`src/rtl/demux_sched_8.sv`:
```
// demux_sched_8
// Sequencer for a 1-to-8 demultiplexer. It takes words from a single
// producer and steers each word to exactly one of eight consumer channels.
// The channel is chosen either round-robin over an enable mask or from a
// fixed select. One word is held in a registered output stage until the
// chosen channel takes it.
//
// Handshake rule, used on every port pair: a word moves across an interface
// on a rising clock edge where its valid and ready are both high. Valid
// never depends on ready in the same cycle. Ready may depend on valid.
//
// Ports
//   clk       rising-edge clock
//   rst       asynchronous active-high reset
//   in_data   word to distribute (WIDTH bits)
//   in_valid  producer has a word
//   in_ready  block accepts in_data this cycle
//   mode      0 = round-robin over en_mask, 1 = fixed channel fix_sel
//   en_mask   round-robin channel enables, bit i = channel i
//   fix_sel   channel used in fixed mode
//   out_data  held word, shared by all channels
//   out_valid one-hot valid per channel, all zero when empty
//   out_ready per-channel consumer ready
//   cur_sel   channel of the held word, or the last served channel when empty
//   busy      output stage holds a word (FSM state: 0 = EMPTY, 1 = FULL)
module demux_sched_8 #(
    parameter int WIDTH = 8
) (
    input  logic             clk,
    input  logic             rst,
    input  logic [WIDTH-1:0] in_data,
    input  logic             in_valid,
    output logic             in_ready,
    input  logic             mode,
    input  logic [7:0]       en_mask,
    input  logic [2:0]       fix_sel,
    output logic [WIDTH-1:0] out_data,
    output logic [7:0]       out_valid,
    input  logic [7:0]       out_ready,
    output logic [2:0]       cur_sel,
    output logic             busy
);

    typedef enum logic {
        EMPTY = 1'b0,
        FULL  = 1'b1
    } state_t;

    state_t           state_q;
    state_t           state_d;
    logic [WIDTH-1:0] data_q;
    // The channel of the held word and the round-robin pointer always
    // change together and only on acceptance, so one register serves as
    // both.
    logic [2:0]       sel_q;

    logic [2:0]       rr_pick;
    logic             rr_found;
    logic [2:0]       idx;
    logic [2:0]       pick;
    logic             pick_ok;
    logic             fire;
    logic             accept;

    // Round-robin search: start just after the pointer and wrap modulo 8.
    // The pointer itself is visited last (k = 8 wraps back to sel_q).
    always_comb begin
        rr_pick  = sel_q;
        rr_found = 1'b0;
        idx      = '0;
        for (int k = 1; k <= 8; k++) begin
            idx = sel_q + 3'(k);
            if (!rr_found && en_mask[idx]) begin
                rr_found = 1'b1;
                rr_pick  = idx;
            end
        end
    end

    assign pick     = mode ? fix_sel : rr_pick;
    assign pick_ok  = mode | rr_found;

    assign busy     = (state_q == FULL);
    // Only the ready bit of the held channel matters.
    assign fire     = busy & out_ready[sel_q];
    // A word may be taken in the same cycle the held one leaves.
    assign in_ready = pick_ok & (~busy | fire);
    assign accept   = in_valid & in_ready;

    // FSM state register
    always_ff @(posedge clk or posedge rst) begin
        if (rst) begin
            state_q <= EMPTY;
        end else begin
            state_q <= state_d;
        end
    end

    // FSM next state
    always_comb begin
        state_d = state_q;
        case (state_q)
            EMPTY: begin
                if (accept) begin
                    state_d = FULL;
                end
            end
            FULL: begin
                if (fire && !accept) begin
                    state_d = EMPTY;
                end
            end
            default: state_d = EMPTY;
        endcase
    end

    // Output stage. Configuration is sampled only here, at acceptance, so
    // later changes to mode, en_mask or fix_sel never move a held word.
    always_ff @(posedge clk or posedge rst) begin
        if (rst) begin
            data_q <= '0;
            sel_q  <= 3'd7;
        end else if (accept) begin
            data_q <= in_data;
            sel_q  <= pick;
        end
    end

    assign out_data  = data_q;
    assign cur_sel   = sel_q;
    assign out_valid = busy ? (8'b1 << sel_q) : 8'b0;

endmodule

```
`config.mk`:
```
export PLATFORM = sky130hd
export DESIGN_NAME = demux_sched_8
export DESIGN_NICKNAME = d
export VERILOG_FILES = /design/src/rtl/demux_sched_8.sv
export SDC_FILE = /design/constraint.sdc
export NUM_CORES = 1
export LEC_CHECK = 0
export ABC_CLOCK_PERIOD_IN_PS = 6500
export BUFFER_PORTS_ARGS = -buffer_cell sky130_fd_sc_hd__buf_2
export CORE_AREA = 3 3 47 70
export CTS_BUF_LIST = sky130_fd_sc_hd__clkbuf_8
export CTS_CLUSTER_SIZE = 28
export DETAILED_ROUTE_END_ITERATION = 10
export DIE_AREA = 0 0 50 73
export GPL_TIMING_DRIVEN = 0
export PLACE_DENSITY = 0.92
export SLEW_MARGIN = 20
export SYNTH_ARGS = -nofsm -noshare
export SYNTH_HDL_FRONTEND = slang
export SYNTH_SLANG_ARGS = --single-unit
```
`constraint.sdc`:
```
create_clock -name clk -period 6.5 [get_ports clk]
set_input_delay 0.65 -clock clk [delete_from_list [all_inputs] [get_ports clk]]
set_output_delay 0.65 -clock clk [all_outputs]
set_load 0.02 [all_outputs]
```
Word-level counts from Yosys, hierarchy flattened
Cells that the tools add are included. W data, S select, Z words.

Memory bits (writable): 0. Memories kept: 0. Register bits after elaboration: 12. Word-level logic and storage cells: 83. Memory bits (read-only): 0. Bits in latches: 0.

Add/subtract/negate cells: 7. Eq/ne operators: 1. Muxes and demuxes: 39. Div/mod/pow operators: 0. Bitwise operators: 6. Reductions and logical operators: 18. Shift-type cells: 1. $lt $le $gt $ge: 8. Multipliers: 0.

Operators by type and width (count): $lt A3 B4 Y1 const B (8); $bmux W1 S3 (9); $mux W3 (9); $mux W1 (19); $add A3 B3 Y3 const B (4); $logic_and A1 B1 Y1 (8); $logic_not A1 Y1 (8); $mux W8 (1); $reduce_bool A8 Y1 (1); $shl A1 B3 Y8 const A (1); $add A3 B2 Y3 const B (2); $add A3 B1 Y3 const B (1); $and A1 B1 Y1 (3); $reduce_and A3 Y1 (1); $ne A2 B2 Y1 const B (1); $or A1 B1 Y1 (2); $pmux W1 S2 (1); $not A1 Y1 (1).

Depth between registers and ports, before layout
Gate-level depths: netlist (run 1).

Word-level depth: 32. Depth in mapped cells: 12.

Least setup slack after synthesis (run 1)
OpenSTA, ideal clock, no wires.

Kind: reg-to-output. Start: reg sel_q[1], in the netlist cur_sel[1]. End: out in_ready. Arrival: 3078 ps. Slack: 2772 ps. Cell stages (with the launch flop): 11. Buffers on the path: 3. Cells stage by stage: dfstp_2 -> buf_2 -> buf_4 -> inv_1 -> ha_1 -> clkbuf_1 -> mux4_1 -> mux2i_4 -> nand4_4 -> nor4_4 -> a21boi_0.

Word-level cells in the longest chain between the ends: 27.

RTL lines: from (decl) (RTL line 55) `logic [2:0] sel_q;`; from (signal assigned) (RTL line 125) `sel_q <= pick;`; $add A3 B1 Y3 (RTL line 72) `idx = sel_q + 3'(k);`; $bmux W1 S3 (RTL line 73) `if (!rr_found && en_mask[idx]) begin`; $mux W1 (implied by the code) (RTL line 73); $mux W1 (RTL line 73); $logic_not A1 Y1 (RTL line 73); $logic_and A1 B1 Y1 (RTL line 73); $mux W1 (RTL line 73); $logic_not A1 Y1 (RTL line 73); (+11 left out); $logic_not A1 Y1 (RTL line 73); $logic_and A1 B1 Y1 (RTL line 73); $mux W1 (RTL line 73); $logic_not A1 Y1 (RTL line 73); $logic_and A1 B1 Y1 (RTL line 73); $mux W1 (RTL line 73); $or A1 B1 Y1 (RTL line 81) `assign pick_ok = mode | rr_found;`; $and A1 B1 Y1 * (RTL line 87) `assign in_ready = pick_ok & (~busy | fire);`; to (decl) (RTL line 33) `output logic in_ready,`.

Every way passes the cells marked *; elsewhere a longest branch is shown, timed or not. The select of a mux whose other input is x is not followed.

Final worst setup path (run 1)
Same ends and word-level chain as after synthesis.

==> impl_metrics.tcl, run 1 <==
set metrics [dict create \
    dieArea_mm2 0.00365 \
    fillCellCount 224 \
    intPower_mw 0.559 \
    cts_tree "done" \
    worstPathCellList "buf_2 > buf_4 > inv_1 > ha_1 > clkbuf_1 > mux4_1 > mux2i_1 > nand2_2 > nor4_4 > a21boi_0 > buf_2" \
    rr_startpoint "cur_sel[1]" \
    path_class "reg -> out" \
    ys_seq_area_frac 0.206 \
    r2r_end "out_data[4]" \
    dieHeight_um 73 \
    io_buffers 50 \
    final_cell_mix "52 x buf_2, 12 x nand2_1, 9 x mux2i_1, 9 x dfrtp_1" \
    path_common_cell "buf_2" \
    ys_warn_count 0 \
    status "complete, no violations" \
    syn_nets 174 \
    cts_buffers 3 \
    fin_setup_tns_ns 0 \
    reg2reg_depth 11 \
    p_seq_frac 0.145 \
    leakagePower_nw 0.889 \
    synth_seq_cells 12 \
    worstSetupStartpointType "flip-flop" \
    grt_use_met3 0.0327 \
    max_stage_delay_ns 0.55 \
    clk_latency_ns 0.24 \
    p_per_area_mw_per_mm2 618 \
    cap_viol_max_count 0 \
    cts.sinks 12 \
    tightest_slew_ns 0.534 \
    synth_flop_cell "dfrtp_1" \
    grt_max_degree 13 \
    routedWlPerCell_um 16.4 \
    vias 1335 \
    htreeDepth 1 \
    core_area_mm2 0.00273 \
    finalWirelength_um 3710 \
    boundaryPins 52 \
    n_antenna_cell 0 \
    finalCriticalPeriod_ns 4.37 \
    gr-usage-met1 0.239 \
    rows 23 \
    cts_setup_buffers 0 \
    end_kind "primary output" \
    clockBufferDepth 2 \
    worstPathMaxFanout 10 \
    critical_path_required_ns 5.85 \
    hold_viol_final 0 \
    synth_cell_types 49 \
    p_comb_frac 0.785 \
    firstDrtPassIters 4 \
    cts.repair.resized 0 \
    drv_slew 0 \
    ctsHoldBuffers 0 \
    irDropWorstVdd_mv 0.343 \
    routed_via_density 5.91 \
    p_clk_frac 0.071 \
    syn-instance-count 135 \
    async_flop_share 1.00 \
    critical-path-slowest-cell "dfstp_2" \
    use_met2 0.414 \
    clk_pin_slew_ns 0.05 \
    final_common_cell "buf_2" \
    drc 0 \
    postRouteAntennaNets 0 \
    pre_cts_slack_ns 2.38 \
    cp.arrival_ns 3.72 \
    antenna_found_initial 0 \
    die_w_um 50 \
    period_share 0.673 \
    utilization 0.668 \
    gr-total-overflow 0 \
    grt.busiest_layer "met2" \
    drtIter0Drc 43 \
    grt.total_usage 0.221 \
    initial_core_util 0.539 \
    place_area_mm2 0.00177 \
    syn_to_final_growth_pct 23.9 \
    switching_share 0.504 \
    setup_ws_ns 2.13 \
    synth-edff-count 0 \
    rsz0062_at_grt "false" \
    gp_congestion 0.877 \
    p_total_mw 1.13 \
    skew_ns 0.000725 \
    design_area_mm2 0.00183 \
    drive_above_1_share 0.450 \
    cts-root-buf "clkbuf_8" \
    setup_violations 0 \
    syn-mean-instance-area_um2 10.9 \
    rrSetupSlack_ns 2.70 \
    fmax_mhz 229 \
    grt_pass1_wl_um 6240 \
    final_nets 229 \
    slew_headroom 0.643 \
    grt_pass1_vias 1401 \
    syn-cell-area_mm2 0.00147 \
    holdCritPathClass "in -> async" \
    switching_power_mw 0.568 \
]
[layer usage]
metal | part of all wire | vias up | wire length, um
li1 | - | 624 | -
met1 | 0.36 | 637 | 1330
met2 | 0.55 | 64 | 2040
met3 | 0.062 | 10 | 230
met4 | 0.030 | 0 | 112
met5 | 0 | - | 0
[state kept, by name (all words and copies together), names as in the netlist]
name / cells
out_data: 8
cur_sel: 3
busy: 1
[worst max path at each step]
stage	start	end	slack [ns]	depth (start not counted)
3_3_place_gp	cur_sel[1]	in_ready	2.45	11
6_report	cur_sel[1]	in_ready	2.13	11
5_1_grt	cur_sel[1]	in_ready	1.93	11
4_1_cts	cur_sel[1]	in_ready	2.12	11
3_5_place_dp	cur_sel[1]	in_ready	2.38	11
2_1_floorplan	cur_sel[1]	in_ready	2.77	10
[synth_stat cells, types with 3 or more instances]
master,count,share of area
nand2_1,12,0.031
ha_1,8,0.068
dfrtp_1,9,0.15
mux4_2,6,0.092
mux2_4,8,0.081
and3_1,4,0.017
a21oi_1,5,0.017
inv_1,6,0.015
and2_1,6,0.025
dfstp_2,3,0.053
mux2i_1,9,0.061
nor2_1,7,0.018
mux4_1,5,0.089
[final cells by class]
cell class | instances | area (um2) | share of cell area
Clock buffer | 4 | 55.1 | 0.0302
Tap cell | 37 | 46.3 | 0.0254
Inverter | 6 | 22.5 | 0.0123
Buffer | 6 | 36.3 | 0.0199
Timing Repair Buffer | 50 | 250 | 0.137
Multi-Input combinational cell | 111 | 1110 | 0.609
Sequential cell | 12 | 304 | 0.167
[power groups by stage]
stage	Sequential, mW	Combinational [mW]	Clock, mW
6_report	0.163	0.885	0.0798
5_1_grt	0.168	0.956	0.0844
4_1_cts	0.163	0.884	0.0811
3_5_place_dp	0.161	0.883	0
3_3_place_gp	0.160	0.856	0
2_1_floorplan	0.201	0.647	0
[cell families after synthesis]
logic type                 count (synthesis)  share of synthesized area
and+or+nand+nor                           42                      0.166
muxes                                     31                      0.363
AOI/OAI and AO/OA                         27                      0.139
buffers and inverters                     12                     0.0399
DFF                                       12                      0.206
adders and majority gates                  8                     0.0679
xor gates and xnor gates                   3                     0.0178
[critical path: cells and delay by family (launching register included)]
kind	cells	cell delay, ns
buffers and inverters	5	1.14
multiplexers	2	0.82
AND/OR/NAND/NOR	2	0.53
adder cells (fa/ha/maj)	1	0.30
AO/OA/AOI/OAI	1	0.14
flip-flops	1	0.55
[stage by stage]
stage	hold slack, ns	instances
after detailed placement	0.493	222
after global routing	0.438	226
after CTS	0.403	226
after floorplan	0.513	135
after global placement	0.499	222
final	0.394	226
Note: power is estimated with default switching activity, not from simulation.
==> run 2, diff against run 1 <==
==> config.mk (replaced) <==
export PLATFORM = sky130hd
export DESIGN_NAME = demux_sched_8
export DESIGN_NICKNAME = d
export VERILOG_FILES = /design/src/rtl/demux_sched_8.sv
export SDC_FILE = /design/constraint.sdc
export NUM_CORES = 1
export LEC_CHECK = 0
export ABC_CLOCK_PERIOD_IN_PS = 4200
export BUFFER_PORTS_ARGS = -buffer_cell sky130_fd_sc_hd__buf_2
export CORE_AREA = 3 3 48 72
export CTS_BUF_LIST = sky130_fd_sc_hd__clkbuf_8
export CTS_CLUSTER_SIZE = 28
export DETAILED_ROUTE_END_ITERATION = 10
export DIE_AREA = 0 0 51 75
export GPL_TIMING_DRIVEN = 0
export PLACE_DENSITY = 0.89
export SLEW_MARGIN = 20
export SYNTH_ARGS = -nofsm -noshare
export SYNTH_HDL_FRONTEND = slang
export SYNTH_SLANG_ARGS = --single-unit
==> constraint.sdc (replaced) <==
create_clock -name clk -period 4.2 [get_ports clk]
set_input_delay 0.42 -clock clk [delete_from_list [all_inputs] [get_ports clk]]
set_output_delay 0.42 -clock clk [all_outputs]
set_load 0.02 [all_outputs]
==> run 2 against run 1 <==
Register-to-register slack worse by 2.1 ns. Count of clock-buffer cells in the layout down 1. Global-route usage down 1.4 points. Largest power group unchanged.
==> impl_metrics.tcl, run 2 (synthesis gave the netlist of run 1 again) <==
set metrics [dict create \
    status "complete, no violations" \
    switching_power_mw 0.877 \
    intPower_mw 0.855 \
    cts.repair.resized 0 \
    final_cell_mix "52 x buf_2, 12 x nand2_1, 9 x dfrtp_1" \
    critPathTopFamily "buffers and inverters" \
    clockBufferDepth 2 \
    period_share 0.945 \
    initial_core_util 0.506 \
    max_stage_delay_ns 0.55 \
    cap_viol_max_count 0 \
    worstPathMaxFanout 10 \
    place_inst 224 \
    grt_pass1_vias 1352 \
    p_seq_frac 0.144 \
    end_kind "primary output" \
    fmax_mhz 252 \
    finalWirelength_um 3650 \
    routed_via_density 5.86 \
    ctsHoldBuffers 0 \
    dieArea_mm2 0.00383 \
    die_w_um 51 \
    critical_path_required_ns 3.78 \
    path_class "reg -> out" \
    htreeDepth 1 \
    utilization 0.624 \
    rsz0062_at_grt "false" \
    p_total_mw 1.73 \
    gr-total-overflow 0 \
    grt_pass1_wl_um 6050 \
    holdCritPathClass "in -> async" \
    hold_ws_ns 0.160 \
    dp_hpwl_um 2950 \
    place_area_mm2 0.00177 \
    final_common_cell "buf_2" \
    reg2reg_depth 10 \
    grt_max_degree 13 \
    cts_setup_buffers 0 \
    worst-path-buf-inv 4 \
    setup_ws_ns 0.229 \
    p_clk_frac 0.060 \
    vias 1330 \
    n_antenna_cell 0 \
    fin_setup_tns_ns 0 \
    dieHeight_um 75 \
    path_common_cell "buf_2" \
    drtIter0Drc 37 \
    crit_cells 10 \
    hold_viol_final 0 \
    cts_tree "done" \
    design_area_mm2 0.00182 \
    slew_headroom 0.611 \
    irDropWorstVdd_mv 0.580 \
    p_comb_frac 0.797 \
    worstSetupStartpointType "flip-flop" \
    finalCriticalPeriod_ns 3.97 \
    setup_violations 0 \
    drv_slew 0 \
    io_buffers 50 \
    drive_above_1_share 0.452 \
    cts-root-buf "clkbuf_8" \
    clk_latency_ns 0.24 \
    skew_ns 0.00595 \
    rows 24 \
    grt.total_usage 0.207 \
    boundaryPins 52 \
    tightest_slew_ns 0.581 \
    critical-path-slowest-cell "dfstp_2" \
    drc 0 \
    routedWlPerCell_um 16.1 \
    worstPathCellList "buf_2 > buf_4 > inv_1 > ha_1 > mux4_1 > mux2i_4 > nand4_4 > nor4_4 > a21boi_0 > buf_2" \
    antenna_found_initial 0 \
    firstDrtPassIters 4 \
    fillCellCount 243 \
    core_area_mm2 0.00291 \
    cts.sinks 12 \
    final_nets 228 \
    switching_share 0.506 \
    syn_to_final_growth_pct 23.3 \
    clk_pin_slew_ns 0.05 \
    final_cells 227 \
    postRouteAntennaNets 0 \
    cts_buffers 3 \
    p_per_area_mw_per_mm2 952 \
    cp.arrival_ns 3.55 \
    gp_congestion 0.886 \
    largest_reg_flops 8 \
    leakagePower_nw 0.885 \
    pre_cts_slack_ns 0.306 \
]
run 2: changes by cell type in the layout (fill, tap and decap cells not counted):
cell	before	now
clkbuf_1	2	1
clkbuf_8	4	3
inv_1	6	7
mux2i_1	9	8
mux2i_2	1	2
run 2: area by class of cell:
class,instances,area (um2),area share
plain buffers,5,32.5,0.0179
well taps,39,48.8,0.0268
flip-flops and latches,12,304,0.167
multi-input cells,111,1110,0.613
clock inverters,1,3.75,0.00206
repair buffers,50,250,0.138
inverters,6,22.5,0.0124
clock buffers,3,41.3,0.0227
run 2: path summary, 6_finish.rpt:
check	startpoint	end	slack [ns]
max	cur_sel[1]	in_ready	0.23
min	rst	out_data[1]	0.16
max reg2reg	cur_sel[1]	out_data[7]	0.59
min reg2reg	out_data[3]	out_data[3]	0.51
max in group asynchronous	rst	cur_sel[1]	3.71
min in group clk	in_data[5]	out_data[5]	0.41
run 2: power groups by stage:
stage	combinational [mW]	sequential, mW	clock (mW)
after CTS	1.37	0.248	0.107
after floorplan	1.00	0.311	0
final	1.38	0.249	0.103
after global routing	1.49	0.261	0.116
after global placement	1.33	0.248	0
after detailed placement	1.36	0.244	0
run 2: routing by layer:
layer / vias up / global-route usage / share of wire
li1: 622 / - / -
met1: 633 / 0.232 / 0.37
met2: 64 / 0.389 / 0.55
met3: 11 / 0.0257 / 0.060
met4: 0 / 0.0838 / 0.024
met5: - / 0 / 0
==> run 3, diff against run 2 <==
--- a/config.mk
+++ b/config.mk
@@ -7,13 +7,13 @@
 export LEC_CHECK = 0
 export ABC_CLOCK_PERIOD_IN_PS = 4200
 export BUFFER_PORTS_ARGS = -buffer_cell sky130_fd_sc_hd__buf_2
-export CORE_AREA = 3 3 48 72
+export CORE_AREA = 3 3 64 54
 export CTS_BUF_LIST = sky130_fd_sc_hd__clkbuf_8
 export CTS_CLUSTER_SIZE = 28
 export DETAILED_ROUTE_END_ITERATION = 10
-export DIE_AREA = 0 0 51 75
+export DIE_AREA = 0 0 67 57
 export GPL_TIMING_DRIVEN = 0
-export PLACE_DENSITY = 0.89
+export PLACE_DENSITY = 0.9
 export SLEW_MARGIN = 20
 export SYNTH_ARGS = -nofsm -noshare
 export SYNTH_HDL_FRONTEND = slang
==> run 3 against run 2 <==
Routed wire length grew 3.9%. Die area shrank 0.16%. Hold slack gained 0.013 ns. Clock power grew 21%. Register-to-register slack lost 0.02 ns. Non-clock buffer count is the same. Largest power group unchanged. Clock skew is essentially flat. Combinational power is essentially flat. Via count grew 1.1%. Total power grew 2.9%. Utilization grew 2.7 points.
==> impl_metrics.tcl, run 3 (synthesis gave the netlist of run 1 again) <==
set metrics [dict create \
    holdCritPathClass "in -> async" \
    routedWlPerCell_um 16.8 \
    cts.sinks 12 \
    worst-path-buf-inv 4 \
    status "complete, no violations" \
    p_total_mw 1.78 \
    initial_core_util 0.525 \
    cp.arrival_ns 3.57 \
    worstPathMaxFanout 10 \
    max_stage_delay_ns 0.56 \
    gp_congestion 0.892 \
    cts.repair.resized 0 \
    boundaryPins 52 \
    fmax_mhz 251 \
    tightest_slew_ns 0.626 \
    rr_startpoint "cur_sel[1]" \
    clk_pin_slew_ns 0.06 \
    firstDrtPassIters 4 \
    setup_violations 0 \
    drc 0 \
    dieArea_mm2 0.00382 \
    dieHeight_um 57 \
    syn_to_final_growth_pct 24.1 \
    io_buffers 50 \
    irDropWorstVdd_mv 0.600 \
    critPathTopFamily "buffers and inverters" \
    drv_slew 0 \
    worstSetupStartpointType "flip-flop" \
    period_share 0.950 \
    final_common_cell "buf_2" \
    drtIter0Drc 144 \
    clk_latency_ns 0.24 \
    vias 1345 \
    worstSetupStartpoint "cur_sel[1]" \
    worstPathCellList "buf_2 > buf_4 > inv_1 > ha_2 > mux4_1 > mux2i_4 > nand4_4 > nor4_4 > a21boi_0 > buf_2" \
    clockBufferDepth 2 \
    largest_reg_flops 8 \
    routed_via_density 5.95 \
    grt_pass1_wl_um 6210 \
    core_area_mm2 0.00281 \
    path_common_cell "buf_2" \
    fin_setup_tns_ns 0 \
    path_class "reg -> out" \
    postRouteAntennaNets 0 \
    design_area_mm2 0.00183 \
    critical-path-slowest-cell "dfstp_2" \
    hold_ws_ns 0.174 \
    critical_path_required_ns 3.78 \
    finalWirelength_um 3790 \
    p_per_area_mw_per_mm2 974 \
    final_cell_mix "52 x buf_2, 12 x nand2_1, 9 x dfrtp_1" \
    skew_ns 0.00627 \
    cts_setup_buffers 0 \
    cts_buffers 3 \
    gr-total-overflow 0 \
    utilization 0.652 \
    leakagePower_nw 0.885 \
    hold_viol_final 0 \
    dp_hpwl_um 3060 \
    rows 17 \
    grt.total_usage 0.209 \
    rsz0062_at_grt "false" \
    slew_headroom 0.582 \
    grt_pass1_vias 1275 \
    cts-root-buf "clkbuf_8" \
    cap_viol_max_count 0 \
    die_w_um 67 \
    cts_tree "done" \
    htreeDepth 1 \
    antenna_found_initial 0 \
    drive_above_1_share 0.463 \
    finalCriticalPeriod_ns 3.99 \
    grt_max_degree 13 \
    place_area_mm2 0.00177 \
    ctsHoldBuffers 0 \
    n_antenna_cell 0 \
    end_kind "primary output" \
    final_nets 228 \
]
==> run 3: cell count changes in the layout (fill, tap and decap cells not counted), sizes merged <==
cell,before,now
clkbuf,4,5
inv,7,6
==> run 3: path summary, 6_finish.rpt <==
| kind | cells past startpoint | slack, ns | endpoint |
|---|---|---|---|
| max | 10 | 0.21 | in_ready |
| min | 2 | 0.17 | out_data[3] |
| max reg2reg | 10 | 0.57 | out_data[6] |
| min reg2reg | 1 | 0.51 | out_data[6] |
| max in group asynchronous | 2 | 3.68 | cur_sel[2] |
| min in group clk | 2 | 0.41 | out_data[5] |
==> run 3: per-stage QoR <==
step / std cells / setup slack, ns
after global routing: 226 / 0.0529
after global placement: 223 / 0.339
after CTS: 226 / 0.141
final: 226 / 0.209
after detailed placement: 223 / 0.243
after floorplan: 135 / 0.702
==> run 3: metal layers <==
| layer | track usage | share of wire |
|---|---|---|
| met4 | 0.0376 | 0.0074 |
| met1 | 0.312 | 0.42 |
| met2 | 0.308 | 0.46 |
| met3 | 0.0512 | 0.10 |
| met5 | 0 | 0 |
==> run 3: layout make-up <==
type	count	area, um2
Multi-Input combinational cell	111	1120
Buffer	5	32.5
Inverter	6	22.5
Tap cell	38	47.5
Timing Repair Buffer	50	250
Sequential cell	12	304
Fill cell	238	978
Clock buffer	4	55.1
==> run 3: where the power goes <==
group	leakage, nW	switching [mW]	internal, mW
logic	0.720	0.800	0.608
clock network	0.0288	0.0427	0.0827
registers	0.136	0.0613	0.188
total	0.885	0.904	0.878
